File: config.mk
export PLATFORM = sky130hd
export DESIGN_NAME = viterbi_fifo_read_controller
export DESIGN_NICKNAME = d
export VERILOG_FILES = /design/src/rtl/viterbi_fifo_read_controller.sv
export SDC_FILE = /design/constraint.sdc
export NUM_CORES = 1
export LEC_CHECK = 0
export ABC_CLOCK_PERIOD_IN_PS = 4620
export CAP_MARGIN = 20
export CORE_UTILIZATION = 45
export DETAILED_ROUTE_END_ITERATION = 16
export MAX_ROUTING_LAYER = met4
export PLACE_DENSITY = 0.73
export SLEW_MARGIN = 0
export SYNTH_ARGS = -nofsm -noshare
export SYNTH_HDL_FRONTEND = slang
export SYNTH_SLANG_ARGS = --single-unit
File: constraint.sdc
create_clock -name clk -period 4.62 [get_ports clk]
set_input_delay 0.924 -clock clk [delete_from_list [all_inputs] [get_ports clk]]
set_output_delay 0.924 -clock clk [all_outputs]
set_load 0.02 [all_outputs]
File: src/rtl/viterbi_fifo_read_controller.sv
`default_nettype none
// ============================================================================
// Module      : viterbi_fifo_read_controller
// Description : Drains the Viterbi chunk FIFO bank in strict round-robin
//               order. Each head entry is handed to the Viterbi engine, and
//               the entry is popped once the engine reports completion.
// Revision    : 1.0 - initial release
// ============================================================================
module viterbi_fifo_read_controller #(
  parameter int NUM_OF_CHUNKS        = 5,
  parameter int NUM_OF_VITERBI_FIFOS = 4,
  parameter int COUNT_WIDTH          = 16,
  localparam int LW = (NUM_OF_CHUNKS > 1) ? $clog2(NUM_OF_CHUNKS) : 1,
  localparam int PW = $clog2(NUM_OF_VITERBI_FIFOS)
) (
  input  logic                            clk,
  input  logic                            rst_n,
  input  logic                            i_en_fifo,
  input  logic [NUM_OF_VITERBI_FIFOS-1:0] i_empty,
  input  logic [LW-1:0]                   i_fifo_start_loc [NUM_OF_VITERBI_FIFOS-1:0],
  input  logic                            i_viterbi_done,
  output logic                            o_init_n,
  output logic [NUM_OF_VITERBI_FIFOS-1:0] o_pop_n,
  output logic                            o_viterbi_start,
  output logic [PW-1:0]                   o_viterbi_fifo_sel,
  output logic [LW-1:0]                   o_viterbi_start_loc,
  output logic                            o_busy,
  output logic [COUNT_WIDTH-1:0]          o_read_count
);

  localparam logic [PW-1:0] c_ptr_last = PW'(NUM_OF_VITERBI_FIFOS - 1);
  localparam logic [PW-1:0] c_ptr_one  = PW'(1);
  localparam logic [COUNT_WIDTH-1:0] c_cnt_one = COUNT_WIDTH'(1);
  localparam logic [NUM_OF_VITERBI_FIFOS-1:0] c_onehot0 =
    {{(NUM_OF_VITERBI_FIFOS-1){1'b0}}, 1'b1};

  typedef enum logic [1:0] {
    S_IDLE = 2'd0,
    S_WAIT = 2'd1,
    S_BUSY = 2'd2
  } state_t;

  state_t                          r_state, w_state_nxt;
  logic [PW-1:0]                   r_ptr, w_ptr_nxt, w_ptr_inc;
  logic [COUNT_WIDTH-1:0]          r_read_count, w_read_count_nxt;
  logic                            r_start, w_start_nxt;
  logic [PW-1:0]                   r_sel, w_sel_nxt;
  logic [LW-1:0]                   r_loc, w_loc_nxt;
  logic                            r_busy, w_busy_nxt;
  logic [NUM_OF_VITERBI_FIFOS-1:0] r_pop_n, w_pop_n_nxt;
  logic                            w_init_n;

  // Explicit wrap so non-power-of-two FIFO counts never index past the bank.
  assign w_ptr_inc = (r_ptr == c_ptr_last) ? '0 : (r_ptr + c_ptr_one);

  // State register and registered outputs; reset aborts any in-flight entry.
  always_ff @(posedge clk or negedge rst_n) begin
    if (!rst_n) begin
      r_state      <= S_IDLE;
      r_ptr        <= '0;
      r_read_count <= '0;
      r_start      <= 1'b0;
      r_sel        <= '0;
      r_loc        <= '0;
      r_busy       <= 1'b0;
      r_pop_n      <= '1;
    end else begin
      r_state      <= w_state_nxt;
      r_ptr        <= w_ptr_nxt;
      r_read_count <= w_read_count_nxt;
      r_start      <= w_start_nxt;
      r_sel        <= w_sel_nxt;
      r_loc        <= w_loc_nxt;
      r_busy       <= w_busy_nxt;
      r_pop_n      <= w_pop_n_nxt;
    end
  end

  // Next-state and next-output logic; start and pop are single-cycle strobes.
  always_comb begin
    w_state_nxt      = r_state;
    w_ptr_nxt        = r_ptr;
    w_read_count_nxt = r_read_count;
    w_start_nxt      = 1'b0;
    w_sel_nxt        = r_sel;
    w_loc_nxt        = r_loc;
    w_busy_nxt       = r_busy;
    w_pop_n_nxt      = '1;
    w_init_n         = 1'b1;
    case (r_state)
      S_IDLE: begin
        w_busy_nxt = 1'b0;
        if (i_en_fifo) begin
          w_init_n         = 1'b0;
          w_ptr_nxt        = '0;
          w_read_count_nxt = '0;
          w_state_nxt      = S_WAIT;
        end
      end
      S_WAIT: begin
        w_busy_nxt = 1'b0;
        if (!i_en_fifo) begin
          w_state_nxt = S_IDLE;
        end else if (!i_empty[r_ptr]) begin
          w_start_nxt = 1'b1;
          w_sel_nxt   = r_ptr;
          w_loc_nxt   = i_fifo_start_loc[r_ptr];
          w_busy_nxt  = 1'b1;
          w_state_nxt = S_BUSY;
        end
      end
      S_BUSY: begin
        // A disable here is deferred: the entry still completes and pops.
        if (i_viterbi_done) begin
          w_pop_n_nxt      = ~(c_onehot0 << r_ptr);
          w_ptr_nxt        = w_ptr_inc;
          w_read_count_nxt = r_read_count + c_cnt_one;
          w_busy_nxt       = 1'b0;
          w_state_nxt      = i_en_fifo ? S_WAIT : S_IDLE;
        end
      end
      default: begin
        w_state_nxt = S_IDLE;
      end
    endcase
  end

  // Only init_n is combinational; it is held inactive while reset is applied.
  assign o_init_n            = w_init_n | ~rst_n;
  assign o_pop_n             = r_pop_n;
  assign o_viterbi_start     = r_start;
  assign o_viterbi_fifo_sel  = r_sel;
  assign o_viterbi_start_loc = r_loc;
  assign o_busy              = r_busy;
  assign o_read_count        = r_read_count;

endmodule
`default_nettype wire

==> results of run 1 <==
cell families (layout without fill, tap and decap cells):
logic type / count (synthesis) / count (layout) / synth area share, %
simple gates: 55 / 55 / 20.11
flops: 31 / 31 / 48.83
compound gates: 20 / 20 / 8.608
mux: 12 / 12 / 13.07
buf+inv: 7 / 61 / 2.190
xor+xnor: 6 / 6 / 3.286
fa+ha+maj: 5 / 5 / 3.912
where the power goes:
group          switching (W)  total, W  leakage, nW  internal, W
logic              0.0000674  0.000163        0.467    0.0000953
clock network      0.0000874  0.000161       0.0353    0.0000737
registers          0.0000240  0.000319        0.409     0.000295
layout make-up:
type	count	area (um^2)	area share, %
Multi-Input combinational cell	98	783.3	35.89
Timing Repair Buffer	49	485.5	22.25
Sequential cell	31	780.7	35.78
Inverter	4	15.01	0.6881
Clock inverter	1	5.005	0.2294
Tap cell	46	57.56	2.638
Clock buffer	7	55.05	2.523
final timing paths:
path,startpoint,end,cells past startpoint
min in group asynchronous,rst_n,o_read_count[9],2
max reg2reg,r_ptr[0],o_viterbi_fifo_sel[0],4
min reg2reg,o_viterbi_start_loc[1],o_viterbi_start_loc[1],1
min,o_viterbi_start_loc[1],o_viterbi_start_loc[1],1
max,i_en_fifo,o_init_n,5
max in group asynchronous,rst_n,o_pop_n[0],2
critical path, delay by kind of cell:
family / cells / cell delay (ps)
buffers and inverters: 3 / 1330
AND/OR/NAND/NOR: 2 / 290
stage by stage:
step	utilization [%]	cells	power [W]	worst slack (ps)	hold slack [ps]
6_report	64.88	236	0.0006430	1146	519.9
3_5_place_dp	63.10	228	0.0004882	1177	492.1
5_1_grt	64.88	236	0.0006787	1077	552.6
2_1_floorplan	-	136	0.0004134	1842	557.5
3_3_place_gp	63.10	228	0.0004846	1183	501.7
4_1_cts	64.88	236	0.0006547	1140	525.5
per-layer routing:
layer | GRT usage [%] | wire length, um | vias up
li1 | - | - | 601
met1 | 22.59 | 1374 | 615
met2 | 35.79 | 1723 | 52
met3 | 4.412 | 193 | 6
met4 | 6.349 | 54 | 0
met5 | - | 0 | -
sequential cells by signal, indices dropped and copies added, names as in the netlist:
signal               flops
o_read_count            16
o_pop_n                  4
o_viterbi_start_loc      3
o_viterbi_fifo_sel       2
r_ptr                    2
r_state                  2
o_busy                   1
o_viterbi_start          1
cell usage in the layout, fill, tap and decap left out, drive strengths merged:
master and count:
a21o 1, a21oi 6, a22o 3, a31o 1, a31oi 2, a41o 2, and2 1, and3 3
and4 1, and4b 1, buf 2, clkbuf 7, clkdlybuf4s50 47, clkinv 1, dfrtp 27, dfstp 4
ha 5, inv 4, mux2 7, mux2i 1, mux4 4, nand2 12, nand2b 6, nand3 4
nand3b 1, nand4 2, nor2 11, nor3 2, nor3b 3, nor4 1, o21ai 2, o31ai 3
or3 3, or3b 1, or4 3, xnor2 4, xor2 2
==> summary.txt, run 1 <==
Yosys
  • Synth cell types: 40
  • Seq/Total Area, Yosys: 48.83%
  • Ys flop type: dfrtp_1
  • Number of flops mapped to enable cells by yosys: 0
  • Yosys reg bits: 31
  • Top-count cell post-synth: dfrtp_1
  • Syn_area_per_cell: 11.76 um^2
  • Fraction of registers with async set/reset: 100.0%
  • Synth top area share: 42.25%
  • Post-synth top area cell: dfrtp_1
  • Area contributors post-synth: dfrtp_1, dfstp_2, mux4_1
  • Cells after Synth: 136
  • Cell area after synthesis: 1599 um^2
  • Post-Syn Nets: 161
  • Syn. warnings: 0
  • Most frequent cells after synthesis: dfrtp_1, nand2_1, nor2_1

Cells and area
  • Layout cells sized above 1: 13.16%
  • Design Area, Final: 2182 um^2
  • Nets: 214
  • Ant diodes: 0
  • Filler instances: 298
  • P&R area growth vs syn: 36.46%

Global routing
  • Total track usage: 20.23%
  • Gr ovfl total: 0
  • Vias in the first global route: 1276
  • Global-route wire length before repair: 5347 um
  • Largest net degree at the start of global routing: 32
  • Initial antenna violation count: 0

Critical path
  • Slowest CP cell: clkdlybuf4s50_1
  • Largest fanout on the critical path: 15
  • CP startpoint kind: primary input
  • Worst Path Required: 3700 ps
  • Delay of the slowest critical-path stage: 560 ps
  • Worst-path cell chain: clkdlybuf4s50_1, nor3b_1, buf_4, nand2_1, clkdlybuf4s50_1
  • Setup crit end kind: output port
  • Critical path class: in2out
  • Top cell by count, worst path: clkdlybuf4s50_1
  • Worst R2R Setup Slack: 2380 ps
  • Arr. time, crit path: 2550 ps

Clock tree
  • Post-CTS resize count: 0
  • Post-CTS setup buffers: 0
  • CTS Root Cell: clkbuf_4
  • CTS tree: yes
  • CTS Buffer Depth: 2
  • Cts-stage hold buffer count: 0
  • H-tree depth: 2
  • Worst skew pair latency: 330 ps
  • Number of buffers created by CTS: 5
  • CTS Sinks: 31
  • Clk slew on worst S/H paths: 80 ps

Routing
  • Wirelength per Cell: 14.18 um
  • Via count: 1274
  • Antenna viol nets, final: 0
  • Pre-Repair DR Iteration Count: 4
  • Vias/cell: 5.398
  • DRC Markers: 0
  • Total Wirelength: 3346 um
  • 1st-iter DRT viols: 106

STA
  • Period utilization: 75.21%
  • Final Hold Viols: 0
  • Max Freq: 287.8 MHz
  • Finish-stage setup viols: 0
  • RSZ-0062 raised after global routing: no
  • Max-slew headroom: 63.80%
  • Setup TNS: 0 ps
  • Clk_skew: 18.36 ps
  • Max-slew violation count: 0
  • Worst Tran Pin Value: 538.5 ps
  • Minimum clock period: 3475 ps

Floorplan
  • Die height: 61.61 um
  • Initial Util: 47.54%
  • Die Area: 3796 um^2
  • Chip width: 61.61 um
  • Cell Rows: 21
  • IO Pins: 48
  • Core Area: 3363 um^2

Status
  • Outcome: completed

Placed design
  • I/O Buffers: 47
  • GP Congestion: 0.8016
  • Placed cell areas: 2122 um^2
  • Placed wire-length estimate: 2525 um

Power and ir drop
  • Cell Pwr Density: 294.7 nW/um^2
  • Static leakage: 0.9109 nW
  • Worst IR drop on VDD: 0.1417 mV

Flow run
  • # Max-Cap Violations: 0

Min path
  • Worst Hold Class: reg2reg
(Power assumes the default switching activity.)
==> inputs of run 2 (changes only) <==
--- a/config.mk
+++ b/config.mk
@@ -5,7 +5,7 @@
 export SDC_FILE = /design/constraint.sdc
 export NUM_CORES = 1
 export LEC_CHECK = 0
-export ABC_CLOCK_PERIOD_IN_PS = 4620
+export ABC_CLOCK_PERIOD_IN_PS = 3400
 export CAP_MARGIN = 20
 export CORE_UTILIZATION = 45
 export DETAILED_ROUTE_END_ITERATION = 16
==> constraint.sdc (replaced) <==
create_clock -name clk -period 3.4 [get_ports clk]
set_input_delay 0.68 -clock clk [delete_from_list [all_inputs] [get_ports clk]]
set_output_delay 0.68 -clock clk [all_outputs]
set_load 0.02 [all_outputs]
==> run 2 against run 1 <==
Effect of this change: core utilization up 0.78 points; sequential share of layout area down 0.43 points; clock skew down 8.6 ps; design area up 1.2%; global-route usage down 0.13 points; non-clock buffer count unchanged; routed wire length down 4.2%; die area unchanged; register-to-register slack worse by 1200 ps; largest cell class unchanged.
==> summary.txt, run 2 (same netlist as run 1, synthesis figures left out) <==
Status
  • Outcome: completed

Critical path
  • Largest fanout on the critical path: 6 (-9)
  • CP startpoint kind: primary input
  • Critical Path Source: i_en_fifo
  • Worst Path Required: 2720 ps (-980 ps)
  • Worst R2R Setup Slack: 1200 ps (-1180 ps)
  • Worst r2r src: r_ptr[0]
  • Setup crit end kind: output port
  • Arr. time, crit path: 2130 ps (-420 ps)
  • Critical path class: in2out

Cells and area
  • Most common cell after layout, fill and taps aside: clkdlybuf4s50_1
  • Most frequent cells in the layout: clkdlybuf4s50_1, dfrtp_1, nand2_1
  • Ant diodes: 0 (unchanged)
  • Nets: 214 (unchanged)
  • P&R area growth vs syn: 38.11%
  • Combined area of the multi-input logic cells: 783.3 um^2 (unchanged)
  • Filler instances: 295 (-1.0%)
  • Core Util, Final: 65.66% (+0.78 points)
  • Layout cells sized above 1: 13.68% (+0.53 points)
  • Design Area, Final: 2208 um^2 (+1.2%)
  • Flip-flop and latch area: 780.7 um^2 (unchanged)
  • Max reg flops: 16 (unchanged)

Routing
  • Wirelength per Cell: 13.58 um (-4.2%)
  • DRC Markers: 0 (unchanged)
  • Vias/cell: 5.212 (-3.5%)
  • Antenna viol nets, final: 0 (unchanged)
  • Total Wirelength: 3206 um (-4.2%)
  • Pre-Repair DR Iteration Count: 4 (unchanged)
  • 1st-iter DRT viols: 92 (-13%)
  • Via count: 1230 (-3.5%)

STA
  • Max-slew headroom: 63.37% (-0.44 points)
  • Max Freq: 355.6 MHz
  • Worst Tran Pin Value: 545.0 ps (+6.487 ps)
  • RSZ-0062 raised after global routing: no
  • Max-slew violation count: 0 (unchanged)
  • Final Hold Viols: 0 (unchanged)
  • Finish-stage setup viols: 0 (unchanged)
  • Setup TNS: 0 ps (unchanged)
  • Clk_skew: 9.758 ps (-8.600 ps)
  • Minimum clock period: 2812 ps
  • Period utilization: 82.70%

Min path
  • HP Start: o_viterbi_fifo_sel[1]
  • Worst Hold Class: reg2reg

Floorplan
  • Cell Rows: 21 (unchanged)
  • Die height: 61.61 um (unchanged)
  • Die Area: 3796 um^2 (unchanged)
  • Core Area: 3363 um^2 (unchanged)
  • Initial Util: 47.54% (unchanged)
  • IO Pins: 48 (unchanged)
  • Chip width: 61.61 um (unchanged)

Global routing
  • Global-route wire length before repair: 5333 um (-0.26%)
  • Vias in the first global route: 1251 (-2.0%)
  • Largest net degree at the start of global routing: 32 (unchanged)
  • Total track usage: 20.10% (-0.13 points)
  • Gr ovfl total: 0 (unchanged)
  • Initial antenna violation count: 0 (unchanged)

Power and ir drop
  • Pwr Total: 0.0009536 W (+48%)
  • Cell Pwr Density: 431.8 nW/um^2 (+47%)
  • Worst IR drop on VDD: 0.2615 mV (+85%)
  • Static leakage: 0.9239 nW (+1.4%)

Placed design
  • Placed wire-length estimate: 2430 um (-3.8%)
  • GP Congestion: 0.7840 (-2.2%)
  • Placed cell areas: 2122 um^2 (unchanged)
  • I/O Buffers: 47 (unchanged)

Clock tree
  • CTS Root Cell: clkbuf_4
  • Post-CTS resize count: 0 (unchanged)
  • Number of buffers created by CTS: 5 (unchanged)
  • Post-CTS setup buffers: 0 (unchanged)
  • Clk slew on worst S/H paths: 100 ps (+20 ps)
  • CTS Sinks: 31 (unchanged)
  • Cts-stage hold buffer count: 0 (unchanged)
  • CTS tree: yes
  • H-tree depth: 2 (unchanged)
  • Worst skew pair latency: 330 ps (about the same)
  • CTS Buffer Depth: 2 (unchanged)

Flow run
  • # Max-Cap Violations: 0 (unchanged)
==> run 2: cell types whose count changed in the layout (fill, tap and decap cells not counted) <==
cell       previous run  this run
bufinv_16             0         1
clkbuf_1              1         0
==> run 2: worst max-delay path, stage by stage <==
cell and delay, ps:
clkdlybuf4s50_1 560, nor3b_1 270, nand2_1 80, clkdlybuf4s50_1 540
==> run 2: through the flow <==
step	setup slack [ps]	cells	hold WS (ps)
global route	444.8	236	550.8
global placement	582.7	228	502.1
detailed placement	568.9	228	497.1
floorplan	1110	136	384.4
CTS	574.4	236	531.5
finish	588.0	236	527.1
==> run 2: final timing paths <==
path,endpoint,cells past startpoint
setup / recovery,o_init_n,4
hold / removal,o_viterbi_fifo_sel[1],1
setup reg to reg,o_viterbi_start_loc[2],4
hold reg to reg,o_viterbi_fifo_sel[1],1
max in group asynchronous,o_pop_n[3],2
min in group asynchronous,o_read_count[10],2
==> run 2: final cells by class <==
class | count | area share (%)
clock buffer | 6 | 2.323
clock inverter | 2 | 1.586
inverter | 4 | 0.6799
multi-input combinational | 98 | 35.47
sequential | 31 | 35.35
tap | 46 | 2.606
timing repair buffer | 49 | 21.98
==> run 2: layer usage <==
metal | up-vias | share of wire, % | track usage, %
li1 | 604 | - | -
met1 | 578 | 45 | 23.85
met2 | 44 | 49 | 33.49
met3 | 4 | 5.0 | 5.462
met4 | 0 | 1.2 | 5.714
met5 | - | 0 | -
==> run 2: where the power goes <==
| group | internal [W] | switching (W) | total [W] |
|---|---|---|---|
| Clock | 0.000174 | 0.000127 | 0.000300 |
| Combinational | 0.000129 | 0.0000898 | 0.000219 |
| Sequential | 0.000401 | 0.0000329 | 0.000434 |
==> inputs of run 3 (changes only) <==
--- a/config.mk
+++ b/config.mk
@@ -5,7 +5,7 @@
 export SDC_FILE = /design/constraint.sdc
 export NUM_CORES = 1
 export LEC_CHECK = 0
-export ABC_CLOCK_PERIOD_IN_PS = 3400
+export ABC_CLOCK_PERIOD_IN_PS = 2700
 export CAP_MARGIN = 20
 export CORE_UTILIZATION = 45
 export DETAILED_ROUTE_END_ITERATION = 16
==> constraint.sdc (replaced) <==
create_clock -name clk -period 2.7 [get_ports clk]
set_input_delay 0.54 -clock clk [delete_from_list [all_inputs] [get_ports clk]]
set_output_delay 0.54 -clock clk [all_outputs]
set_load 0.02 [all_outputs]
==> run 3 against run 2 <==
Effect of this change: combinational power increased by 33%; design area down 0.17%; critical endpoint unchanged; clock power fell by 6%; setup slack got worse by 350 ps.
==> summary.txt, run 3 (same netlist as run 1, synthesis figures left out) <==
Routing
  • Antenna viol nets, final: 0 (unchanged)
  • DRC Markers: 0 (unchanged)
  • Via count: 1281 (+4.1%)
  • 1st-iter DRT viols: 62 (-33%)
  • Pre-Repair DR Iteration Count: 4 (unchanged)
  • Wirelength per Cell: 14.06 um (+3.5%)
  • Vias/cell: 5.360 (+2.8%)
  • Total Wirelength: 3361 um (+4.8%)

Cells and area
  • Nets: 217 (+1.4%)
  • Core Util, Final: 65.55% (-0.11 points)
  • Max reg flops: 16 (unchanged)
  • Ant diodes: 0 (unchanged)
  • Filler instances: 294 (-0.34%)
  • Non-Filler Instances: 239 (+1.3%)
  • P&R area growth vs syn: 37.87%
  • Most common cell after layout, fill and taps aside: clkdlybuf4s50_1
  • Design Area, Final: 2205 um^2 (-0.17%)
  • Layout cells sized above 1: 14.51% (+0.82 points)
  • Most frequent cells in the layout: clkdlybuf4s50_1, dfrtp_1, nand2_1

Global routing
  • Initial antenna violation count: 0 (unchanged)
  • Gr ovfl total: 0 (unchanged)
  • Largest net degree at the start of global routing: 32 (unchanged)
  • Global-route wire length before repair: 5333 um (unchanged)
  • Vias in the first global route: 1207 (-3.5%)
  • Total track usage: 19.77% (-0.33 points)

Critical path
  • Worst path top cell family by delay: buffers and inverters
  • Delay of the slowest critical-path stage: 540 ps (-20 ps)
  • Top cell by count, worst path: clkdlybuf4s50_1
  • Critical path class: in2out
  • Worst-path cell chain: clkdlybuf4s50_1, nor3b_1, nand2_1, clkdlybuf4s50_1
  • Largest fanout on the critical path: 2 (-4)
  • CP bufs+invs: 2 (unchanged)
  • Worst R2R Setup Slack: 830 ps (-370 ps)
  • Critical R2R Capture: o_viterbi_fifo_sel[0]
  • Arr. time, crit path: 1930 ps (-200 ps)
  • Worst r2r src: r_ptr[0]
  • CP startpoint kind: primary input
  • R2r worst-path depth: 5 (+1)
  • Setup crit end kind: output port
  • Slowest CP cell: clkdlybuf4s50_1
  • Worst Path Required: 2160 ps (-560 ps)

STA
  • Setup TNS: 0 ps (unchanged)
  • Worst setup margin: 234.6 ps (-353.4 ps)
  • Minimum clock period: 2465 ps
  • Max-slew headroom: 62.83% (-0.54 points)
  • Max-slew violation count: 0 (unchanged)
  • RSZ-0062 raised after global routing: no
  • Finish-stage setup viols: 0 (unchanged)
  • Worst Tran Pin Value: 552.9 ps (+7.965 ps)
  • Period utilization: 91.31%
  • Max Freq: 405.6 MHz
  • Clk_skew: 14.49 ps (+4.737 ps)
  • Final Hold Viols: 0 (unchanged)

Placed design
  • Placed cell areas: 2145 um^2 (+1.1%)
  • Inst Count DP: 231 (+1.3%)
  • I/O Buffers: 47 (unchanged)
  • Placed wire-length estimate: 2557 um (+5.2%)
  • GP Congestion: 0.7636 (-2.6%)
  • Pre-CTS WS: 241.9 ps (-327.0 ps)

Min path
  • Hold Crit Endpoint: o_viterbi_start_loc[1]
  • HP Start: o_viterbi_start_loc[1]
  • Hold path cells: 1 (unchanged)
  • Worst Hold Class: reg2reg

Clock tree
  • CTS Sinks: 31 (unchanged)
  • Clk slew on worst S/H paths: 90 ps (about the same)
  • Post-CTS resize count: 0 (unchanged)
  • Number of buffers created by CTS: 5 (unchanged)
  • H-tree depth: 2 (unchanged)
  • CTS tree: yes
  • Worst skew pair latency: 330 ps (about the same)
  • Post-CTS setup buffers: 0 (unchanged)
  • CTS Buffer Depth: 2 (unchanged)
  • Cts-stage hold buffer count: 0 (unchanged)
  • CTS Root Cell: clkbuf_4

Power and ir drop
  • Net Switching: 0.0003169 W (+27%)
  • Switching share of total power: 28.38% (+2.2 points)
  • Combinational share of power: 26.1% (+3.1 points)
  • Clock share of power: 25.4% (-6.1 points)
  • Sequential share of power: 48.5% (+3.0 points)
  • Static leakage: 0.9264 nW (+0.27%)
  • Cell Pwr Density: 506.5 nW/um^2 (+17%)
  • Power Internal: 0.0007998 W (+14%)
  • Worst IR drop on VDD: 0.2829 mV (+8.2%)

Floorplan
  • Chip width: 61.61 um (unchanged)
  • Core Area: 3363 um^2 (unchanged)
  • Cell Rows: 21 (unchanged)
  • Die height: 61.61 um (unchanged)
  • Die Area: 3796 um^2 (unchanged)
  • Initial Util: 47.54% (unchanged)
  • IO Pins: 48 (unchanged)

Flow run
  • # Max-Cap Violations: 0 (unchanged)

Status
  • Outcome: completed
-- run 3: cell count changes in the layout (fill, tap and decap cells not counted) --
cell	previous run	this run
bufinv_16	1	0
clkbuf_1	0	1
buf_4	2	5
-- run 3: metal layers --
layer / part of all wire [%] / global-route usage (%) / vias to the layer above
met2: 51 / 33.33 / 45
met1: 43 / 23.66 / 624
met5: 0 / - / -
met4: 0.30 / 2.857 / 0
met3: 5.7 / 6.303 / 2
li1: - / - / 610
-- run 3: layout make-up --
type	instances	area, um^2	share of cell area, %
multi-input cells	98	783.3	35.53
inverters	4	15.01	0.6810
well taps	46	57.56	2.611
repair buffers	52	508.0	23.04
clock buffers	7	55.05	2.497
flip-flops and latches	31	780.7	35.41
clock inverters	1	5.005	0.2270
-- run 3: worst max-delay path by stage --
stage                     startpoint  endpoint  slack [ps]  depth (start not counted)
after CTS                  i_en_fifo  o_init_n         230                          4
after floorplan            i_en_fifo  o_init_n         690                          3
after global placement     i_en_fifo  o_init_n         240                          4
after global routing       i_en_fifo  o_init_n         150                          4
final                      i_en_fifo  o_init_n         230                          4
after detailed placement   i_en_fifo  o_init_n         240                          4
-- run 3: power by group through the flow --
| stage | logic [W] | clock network, W | registers (W) |
|---|---|---|---|
| after floorplan | 0.000125 | 0 | 0.000582 |
| after global placement | 0.000288 | 0 | 0.000548 |
| after detailed placement | 0.000295 | 0 | 0.000549 |
| after CTS | 0.000295 | 0.000292 | 0.000543 |
| after global routing | 0.000314 | 0.000310 | 0.000549 |
| final | 0.000292 | 0.000283 | 0.000542 |
-- run 3: per-stage QoR --
stage	hold slack, ps	total power, W
2_1_floorplan	244.4	0.0007073
3_3_place_gp	501.0	0.0008360
3_5_place_dp	498.3	0.0008445
4_1_cts	530.5	0.001130
5_1_grt	541.2	0.001173
6_report	526.4	0.001117
